===== src/rtl/trachtenberg_pkg.sv =====
// Shared definitions for the multiplier/divider datapath: default widths and
// the state encoding of the multi-cycle divider.
package trachtenberg_pkg;

  localparam int A_W = 10;
  localparam int B_W = 5;

  localparam logic [1:0] ST_IDLE = 2'd0;
  localparam logic [1:0] ST_RUN  = 2'd1;
  localparam logic [1:0] ST_DONE = 2'd2;

  typedef enum logic [1:0] {
    S_IDLE = ST_IDLE,
    S_RUN  = ST_RUN,
    S_DONE = ST_DONE
  } div_state_t;

endpackage


===== src/rtl/div_restoring_step.sv =====
// One restoring-division step: shift the next dividend bit into the partial
// remainder, subtract the divisor when it fits and shift in the quotient bit.
module div_step #(
  parameter int A_W = 10,
  parameter int B_W = 5
) (
  input  logic [B_W:0]   r,
  input  logic [A_W-1:0] q,
  input  logic [B_W-1:0] d,
  output logic [B_W:0]   r_nxt,
  output logic [A_W-1:0] q_nxt
);

  logic [B_W:0] r_sh;
  logic         fits;

  // r stays below d between steps, so the shifted value fits in B_W+1 bits
  assign r_sh  = {r[B_W-1:0], q[A_W-1]};
  assign fits  = (r_sh >= {1'b0, d});
  assign r_nxt = fits ? (r_sh - {1'b0, d}) : r_sh;
  assign q_nxt = {q[A_W-2:0], fits};

endmodule


===== src/rtl/div_restoring.sv =====
// Multi-cycle unsigned restoring divider: one quotient bit per clock with an
// istart/oready/ovalid handshake; divide-by-zero is flagged in one cycle.
module div_restoring
  import trachtenberg_pkg::*;
#(
  parameter int A_W = trachtenberg_pkg::A_W,
  parameter int B_W = trachtenberg_pkg::B_W
) (
  input  logic           iclk,
  input  logic           irst_n,
  input  logic [A_W-1:0] ia,
  input  logic [B_W-1:0] ib,
  input  logic           istart,
  output logic [A_W-1:0] oquot,
  output logic [B_W-1:0] orem,
  output logic           ovalid,
  output logic           oready,
  output logic           odiv0
);

  localparam int CNT_W = (A_W > 2) ? $clog2(A_W) : 1;

  div_state_t     state;
  logic [CNT_W-1:0] cnt;
  logic [B_W:0]   r;
  logic [A_W-1:0] q;
  logic [B_W-1:0] d;
  logic [B_W:0]   r_nxt;
  logic [A_W-1:0] q_nxt;
  logic           accept;

  assign accept = istart && oready;

  div_step #(.A_W(A_W), .B_W(B_W)) u_step (
    .r     (r),
    .q     (q),
    .d     (d),
    .r_nxt (r_nxt),
    .q_nxt (q_nxt)
  );

  always_ff @(posedge iclk or negedge irst_n) begin
    if (!irst_n) begin
      state  <= S_IDLE;
      cnt    <= '0;
      oquot  <= '0;
      orem   <= '0;
      ovalid <= 1'b0;
      odiv0  <= 1'b0;
      oready <= 1'b1;
    end else begin
      ovalid <= 1'b0;
      case (state)
        S_IDLE, S_DONE: begin
          if (istart) begin
            if (ib != '0) begin
              state  <= S_RUN;
              cnt    <= CNT_W'(A_W - 1);
              oready <= 1'b0;
            end else begin
              state  <= S_DONE;
              oquot  <= '1;
              orem   <= '0;
              odiv0  <= 1'b1;
              ovalid <= 1'b1;
              oready <= 1'b1;
            end
          end else begin
            state  <= S_IDLE;
            oready <= 1'b1;
          end
        end
        S_RUN: begin
          if (cnt == '0) begin
            state  <= S_DONE;
            oquot  <= q_nxt;
            orem   <= r_nxt[B_W-1:0];
            odiv0  <= 1'b0;
            ovalid <= 1'b1;
            oready <= 1'b1;
          end else begin
            cnt <= cnt - 1'b1;
          end
        end
        default: begin
          state  <= S_IDLE;
          oready <= 1'b1;
        end
      endcase
    end
  end

  // Working registers carry no reset: they are always reloaded on acceptance
  always_ff @(posedge iclk) begin
    if (accept && (ib != '0)) begin
      r <= '0;
      q <= ia;
      d <= ib;
    end else if (state == S_RUN) begin
      r <= r_nxt;
      q <= q_nxt;
    end
  end

endmodule


===== config.mk =====
export PLATFORM = sky130hd
export DESIGN_NAME = div_restoring
export DESIGN_NICKNAME = d
export VERILOG_FILES = /design/src/rtl/trachtenberg_pkg.sv /design/src/rtl/div_restoring_step.sv /design/src/rtl/div_restoring.sv
export SDC_FILE = /design/constraint.sdc
export NUM_CORES = 1
export LEC_CHECK = 0
export ABC_AREA = 1
export BUFFER_PORTS_ARGS = -buffer_cell sky130_fd_sc_hd__buf_2
export CAP_MARGIN = 20
export CORE_AREA = 2 2 81 83
export CTS_CLUSTER_SIZE = 14
export DETAILED_ROUTE_END_ITERATION = 10
export DIE_AREA = 0 0 83 85
export GPL_TIMING_DRIVEN = 0
export HOLD_SLACK_MARGIN = 0.03
export REMOVE_ABC_BUFFERS = 1
export SLEW_MARGIN = 10
export SYNTH_ARGS = -nofsm -noshare
export SYNTH_HDL_FRONTEND = slang
export SYNTH_SLANG_ARGS = --single-unit

===== constraint.sdc =====
create_clock -name iclk -period 1.85 [get_ports iclk]
set_input_delay 0.0925 -clock iclk [delete_from_list [all_inputs] [get_ports iclk]]
set_output_delay 0.0925 -clock iclk [all_outputs]
set_load 0.005 [all_outputs]

==> flow_summary.yaml, run 1 <==
status:
  status: "completed"
placement:
  dp.cells: 338
  pre_cts_slack_ns: -0.193
  place.gp.congestion: 0.804
  io_buffers: 35
  placed_area_um2: 2330
  dpl.hpwl_um: 2970
cts:
  cts_buffers: 5
  cts_htree_levels: 2
  clock_sinks: 44
  clk_pin_slew_ns: 0.08
  cts_root_buf: "clkbuf_8"
  clk_latency_ns: 0.29
  ctsLongestPathBuffers: 2
  cts_tree: "built"
detailed_routing:
  wl_per_cell_um: 12.2
  drt_iter0_markers: 65
  num_vias: 1625
  vias_per_cell: 4.60
  antenna_left: 0
  wl_um: 4300
  first_pass_iters: 4
  post-route-drc-count: 0
setup_path:
  critPathArrivalTime_ns: 1.94
  cp_max_fo: 7
  worst_setup_path_end_kind: "flip-flop"
  cp-start-kind: "flip-flop"
  cp.required_ns: 2.04
  crit_type: "reg -> reg"
global_routing:
  grt_first_pass_wirelength_um: 6990
  grt_use_total_pct: 12.6
  antenna_found_initial: 0
  overflow: 0
  grt_max_degree: 25
  grt_pass1_vias: 1490
logic_synthesis:
  async_reset_ff_share_pct: 54.5
  synth_compound_area_share_pct: 4.58
  ys_seq_area_share_pct: 54.8
  yosys.area.top_type: "dfrtp_1"
  synthTopCellsByArea: "dfrtp_1, edfxtp_1, nand2_1, nand3_1, dfxtp_1"
  netlist_instances: 232
  yosysWarnings: 0
  syn-mean-instance-area_um2: 9.07
  synthAdderAreaFrac_pct: 5.12
  ys_ff_latch: 44
  yosys.area_share.simple_pct: 28.6
  muxShareOfSynthArea_pct: 0
  synthFlopType: "dfrtp_1"
  synth-edff-count: 15
  syn_area_um2: 2100
  synth_most_common_cell: "nand2_1"
  synth_cell_type_count: 30
  synth_xor_area_share_pct: 1.25
  synth_top_family_by_area: "simple AND/OR/NAND/NOR gates"
  synth_top_area_share_pct: 27.4
  ys_top_cells_by_count: "nand2_1, dfrtp_1, nand3_1"
sta:
  whs_ns: 0.0651
  final.setup.worst_slack_ns: 0.0985
  slew_headroom_pct: 64.4
  hold_viol_final: 0
  slew_viol_final: 0
  skew_ns: 0.00983
  finalCritPeriodShare_pct: 94.7
  worst_pin_slew_ns: 0.535
  max_freq_mhz: 571
  rsz0062_at_grt: "true"
  min_period_ns: 1.75
  setup_viol: 0
floorplan:
  pin_count: 36
  die_h_um: 85
  coreArea_um2: 6200
  die_x_um: 83
  die_area_um2: 7060
  rows: 29
  initial_utilization_pct: 33.9
power:
  power.leakage_uw: 0.00131
  irDropWorstVdd_mv: 0.636
  power_density_nw_per_um2: 1680
final_layout:
  num-nets-final: 301
  fin_area_um2: 2560
  areaGrowthSynthToFinish_pct: 21.7
  layout-drive-gt1-share_pct: 25.4
  antenna_cells: 0
  layout.cells.non_filler: 353
job:
  cap_viol_max_count: 0
worst_hold_path:
  hold_class: "in -> reg"
## registers in the layout, summed over array words and instances, names as in the netlist
signal / flops
state: 2
orem: 5
r: 5
d: 5
oready: 1
q: 10
oquot: 10
cnt: 4
ovalid: 1
odiv0: 1
## cell type report
type | count | area [µm²]
clock buffers | 8 | 101
fillers | 613 | 3650
inverters | 19 | 85.1
multi-input cells | 163 | 881
flip-flops and latches | 44 | 1150
well taps | 77 | 96.3
repair buffers | 42 | 243
## path summary, 6_finish.rpt
check / startpoint / endpoint / slack (ns) / depth (start not counted)
min in group asynchronous: irst_n / oquot[0] / 0.31 / 2
worst max register to register: q[9] / r[2] / 0.1 / 12
worst max-delay path: q[9] / r[2] / 0.1 / 12
worst min-delay path: ia[4] / q[4] / 0.07 / 3
max in group asynchronous: irst_n / oready / 1.17 / 2
worst min register to register: r[4] / r[4] / 0.46 / 2
## through the flow
step / util, % / total power, µW / setup TNS (ns)
2_1_floorplan: - / 2960 / 0
3_3_place_gp: 37.5 / 3480 / -1.55
3_5_place_dp: 37.5 / 3520 / -2.03
4_1_cts: 40.3 / 4220 / 0
5_1_grt: 41.2 / 4670 / -0.0603
6_report: 41.2 / 4290 / 0
## power by group
group	leakage, µW	internal [µW]	switching (µW)
clock	0.0000506	350	311
combinational	0.000769	692	1200
sequential	0.000493	1510	226
## per-layer routing
metal,GRT usage [%],wire (µm),vias to the layer above,part of all wire [%]
met4,5.07,68,0,1.6
met2,19.7,2020,35,47
li1,-,-,835,-
met5,0,0,-,0
met1,17.0,2060,749,48
met3,2.72,148,6,3.4
## worst max-delay path: stages, from the launching register on
cell	delay [ns]
edfxtp_1	0.41
inv_1	0.07
ha_1	0.15
inv_2	0.05
fa_2	0.36
nand3_2	0.09
nand3_4	0.08
nand2_4	0.11
nand2_4	0.08
nand2_1	0.08
nand2_2	0.06
nand3_1	0.06
nand2_1	0.05
## placed cells by master, fill, tap and decap left out
master and count:
a21oi_1 1, a31oi_1 1, buf_2 35, buf_4 1, clkbuf_1 2, clkbuf_16 1
clkbuf_8 5, clkinvlp_4 1, dfrtp_1 23, dfstp_2 1, dfxtp_1 5, dlygate4sd3_1 6
edfxtp_1 15, fa_2 1, ha_1 7, inv_1 13, inv_2 3, inv_4 1
inv_8 1, nand2_1 87, nand2_2 4, nand2_4 4, nand3_1 19, nand3_2 4
nand3_4 1, nand4_2 1, nor2_1 5, nor2_2 2, nor2_4 3, nor3_1 1
nor3_2 1, o21ai_0 10, o21ai_1 7, or2_1 1, xor2_1 3
## kinds of logic after synthesis
family	after synthesis
compound gates	19
xor+xnor	3
fa+ha+maj	8
buf+inv	25
flops	44
simple gates	133
## what timing repair did
| action | 4_1_cts | 5_1_grt |
|---|---|---|
| hold buffers | 6 | 0 |
| pin swaps | 1 | 2 |
| buffers inserted | 0 | 1 |
| setup endpoints to repair | 20 | 22 |
| hold endpoints to repair | 28 | 0 |
| gates resized for setup | 3 | 14 |
No activity file was read; power rests on OpenSTA's default activity.
==> run 2, diff against run 1 <==
--- a/config.mk
+++ b/config.mk
@@ -12,10 +12,11 @@
 export CTS_CLUSTER_SIZE = 14
 export DETAILED_ROUTE_END_ITERATION = 10
 export DIE_AREA = 0 0 83 85
-export GPL_TIMING_DRIVEN = 0
+export GPL_TIMING_DRIVEN = 1
 export HOLD_SLACK_MARGIN = 0.03
 export REMOVE_ABC_BUFFERS = 1
-export SLEW_MARGIN = 10
+export SETUP_SLACK_MARGIN = 0.1
+export SLEW_MARGIN = 40
 export SYNTH_ARGS = -nofsm -noshare
 export SYNTH_HDL_FRONTEND = slang
 export SYNTH_SLANG_ARGS = --single-unit
==> flow_summary.yaml, run 2 (synthesis results as in run 1) <==
power:
  irDropWorstVdd_mv: 0.843
  p_comb_share_pct: 45.2
  power_density_nw_per_um2: 1730
  power_switching_uw: 1820
  power_frac_clock_pct: 16.8
  p_int_uw: 2730
  switching_share_pct: 40.0
  p_seq_share_pct: 38.0
  power.leakage_uw: 0.00135
  finalPower_uw: 4550
sta:
  hold_viol_final: 0
  skew_ns: 0.00453
  slew_headroom_pct: 61.8
  worst_pin_slew_ns: 0.572
  min_period_ns: 1.75
  slew_viol_final: 0
  setup_viol: 0
  max_freq_mhz: 572
  finalCritPeriodShare_pct: 94.5
  rsz0062_at_grt: "true"
  finalSetupTns_ns: 0
cts:
  cts_htree_levels: 2
  clock_sinks: 44
  cts_root_buf: "clkbuf_8"
  cts_buffers: 5
  ctsLongestPathBuffers: 2
  clk_latency_ns: 0.29
  cts_tree: "built"
  clk_pin_slew_ns: 0.08
detailed_routing:
  num_vias: 1660
  wl_um: 4550
  drt_iter0_markers: 64
  vias_per_cell: 4.61
  wl_per_cell_um: 12.6
  post-route-drc-count: 0
  antenna_left: 0
  first_pass_iters: 4
setup_path:
  cp_max_fo: 7
  crit_chain: "inv_1 -> ha_2 -> inv_2 -> fa_2 -> nand3_2 -> nand3_2 -> nand2_4 -> nand2_4 -> nand2_2 -> nand2_2 -> nand3_1 -> nand2_1"
  critPathArrivalTime_ns: 1.94
  cp-start-kind: "flip-flop"
  crit_type: "reg -> reg"
  critPathTopFamily: "simple AND/OR/NAND/NOR gates"
  reg2reg_slack_ns: 0.10
  slowest_stage: "edfxtp_1"
  worst_setup_path_end_kind: "flip-flop"
  worst-path-buf-inv: 2
  cp.required_ns: 2.04
  max_stage_delay_ns: 0.40
floorplan:
  initial_utilization_pct: 33.9
  coreArea_um2: 6200
  die_x_um: 83
  die_area_um2: 7060
  rows: 29
  pin_count: 36
  die_h_um: 85
final_layout:
  areaGrowthSynthToFinish_pct: 24.9
  layout_common_cells: "nand2_1, buf_2, dfrtp_1, nand3_1, edfxtp_1"
  mostFrequentLayoutCell: "nand2_1"
  num-nets-final: 308
  antenna_cells: 0
  layout-drive-gt1-share_pct: 30.0
  layout.cells.non_filler: 360
  reg_top3: "oquot: 10 flops, q: 10 flops"
placement:
  place.gp.congestion: 0.842
  io_buffers: 35
  dp.cells: 341
  dpl.hpwl_um: 3120
global_routing:
  grt_pass1_vias: 1593
  grt_use_total_pct: 13.4
  grt_first_pass_wirelength_um: 7620
  antenna_found_initial: 0
  grt_max_degree: 25
  overflow: 0
status:
  status: "completed"
job:
  cap_viol_max_count: 0
worst_hold_path:
  hold_class: "in -> reg"
[run 2: cell types whose count changed in the layout (fill, tap and decap cells not counted), sizes merged]
cell    delta
clkinv     +1
bufinv     +1
clkbuf     -2
buf        +7
[run 2: power groups by stage]
| stage | Clock, µW | Sequential [µW] | Combinational (µW) |
|---|---|---|---|
| after floorplan | 0 | 1720 | 1240 |
| after global placement | 0 | 1750 | 1810 |
| after detailed placement | 0 | 1740 | 1840 |
| after CTS | 781 | 1730 | 1920 |
| after global routing | 827 | 1780 | 2370 |
| final | 764 | 1730 | 2060 |
[run 2: what timing repair did]
action / in CTS / in global routing
endpoints found under the hold margin: 28 / 0
hold buffers: 6 / 0
pin swaps: 4 / 5
buffers inserted: 2 / 3
resized for setup: 8 / 11
endpoints found under the setup margin: 12 / 22
[run 2: layout make-up]
| class | count | area (µm²) |
|---|---|---|
| clock buffer | 6 | 82.6 |
| clock inverter | 2 | 33.8 |
| fill | 627 | 3580 |
| inverter | 19 | 77.6 |
| timing repair buffer | 49 | 295 |
| sequential | 44 | 1150 |
| multi-input combinational | 163 | 888 |
| tap | 77 | 96.3 |
[run 2: per-stage QoR]
step / instance area (µm²) / util (%) / hold WS [ns] / setup WS, ns
floorplan: 2060 / - / -0.203 / 0.169
global placement: 2350 / 37.9 / 0.111 / 0.0843
detailed placement: 2350 / 37.9 / 0.117 / 0.0210
CTS: 2570 / 41.4 / 0.0534 / 0.0889
global route: 2630 / 42.3 / 0.0634 / -0.00578
finish: 2630 / 42.3 / 0.0600 / 0.102
[run 2: routing by layer]
metal	global-route usage (%)	wire [µm]
met3	3.50	170
met5	0	0
met2	21.0	2120
met1	18.3	2230
met4	4.02	22
[run 2: final timing paths]
path | startpoint | end | cells after the start
setup / recovery | q[9] | orem[3] | 12
hold / removal | ia[4] | q[4] | 3
setup reg to reg | q[9] | orem[3] | 12
hold reg to reg | r[4] | r[4] | 2
max in group asynchronous | irst_n | oready | 2
min in group asynchronous | irst_n | oquot[7] | 2
[run 2: tightest hold or removal path, delay by kind of cell]
family,cells,cell delay (ns)
and+or+nand+nor,2,0.09
buffers and inverters,1,0.07
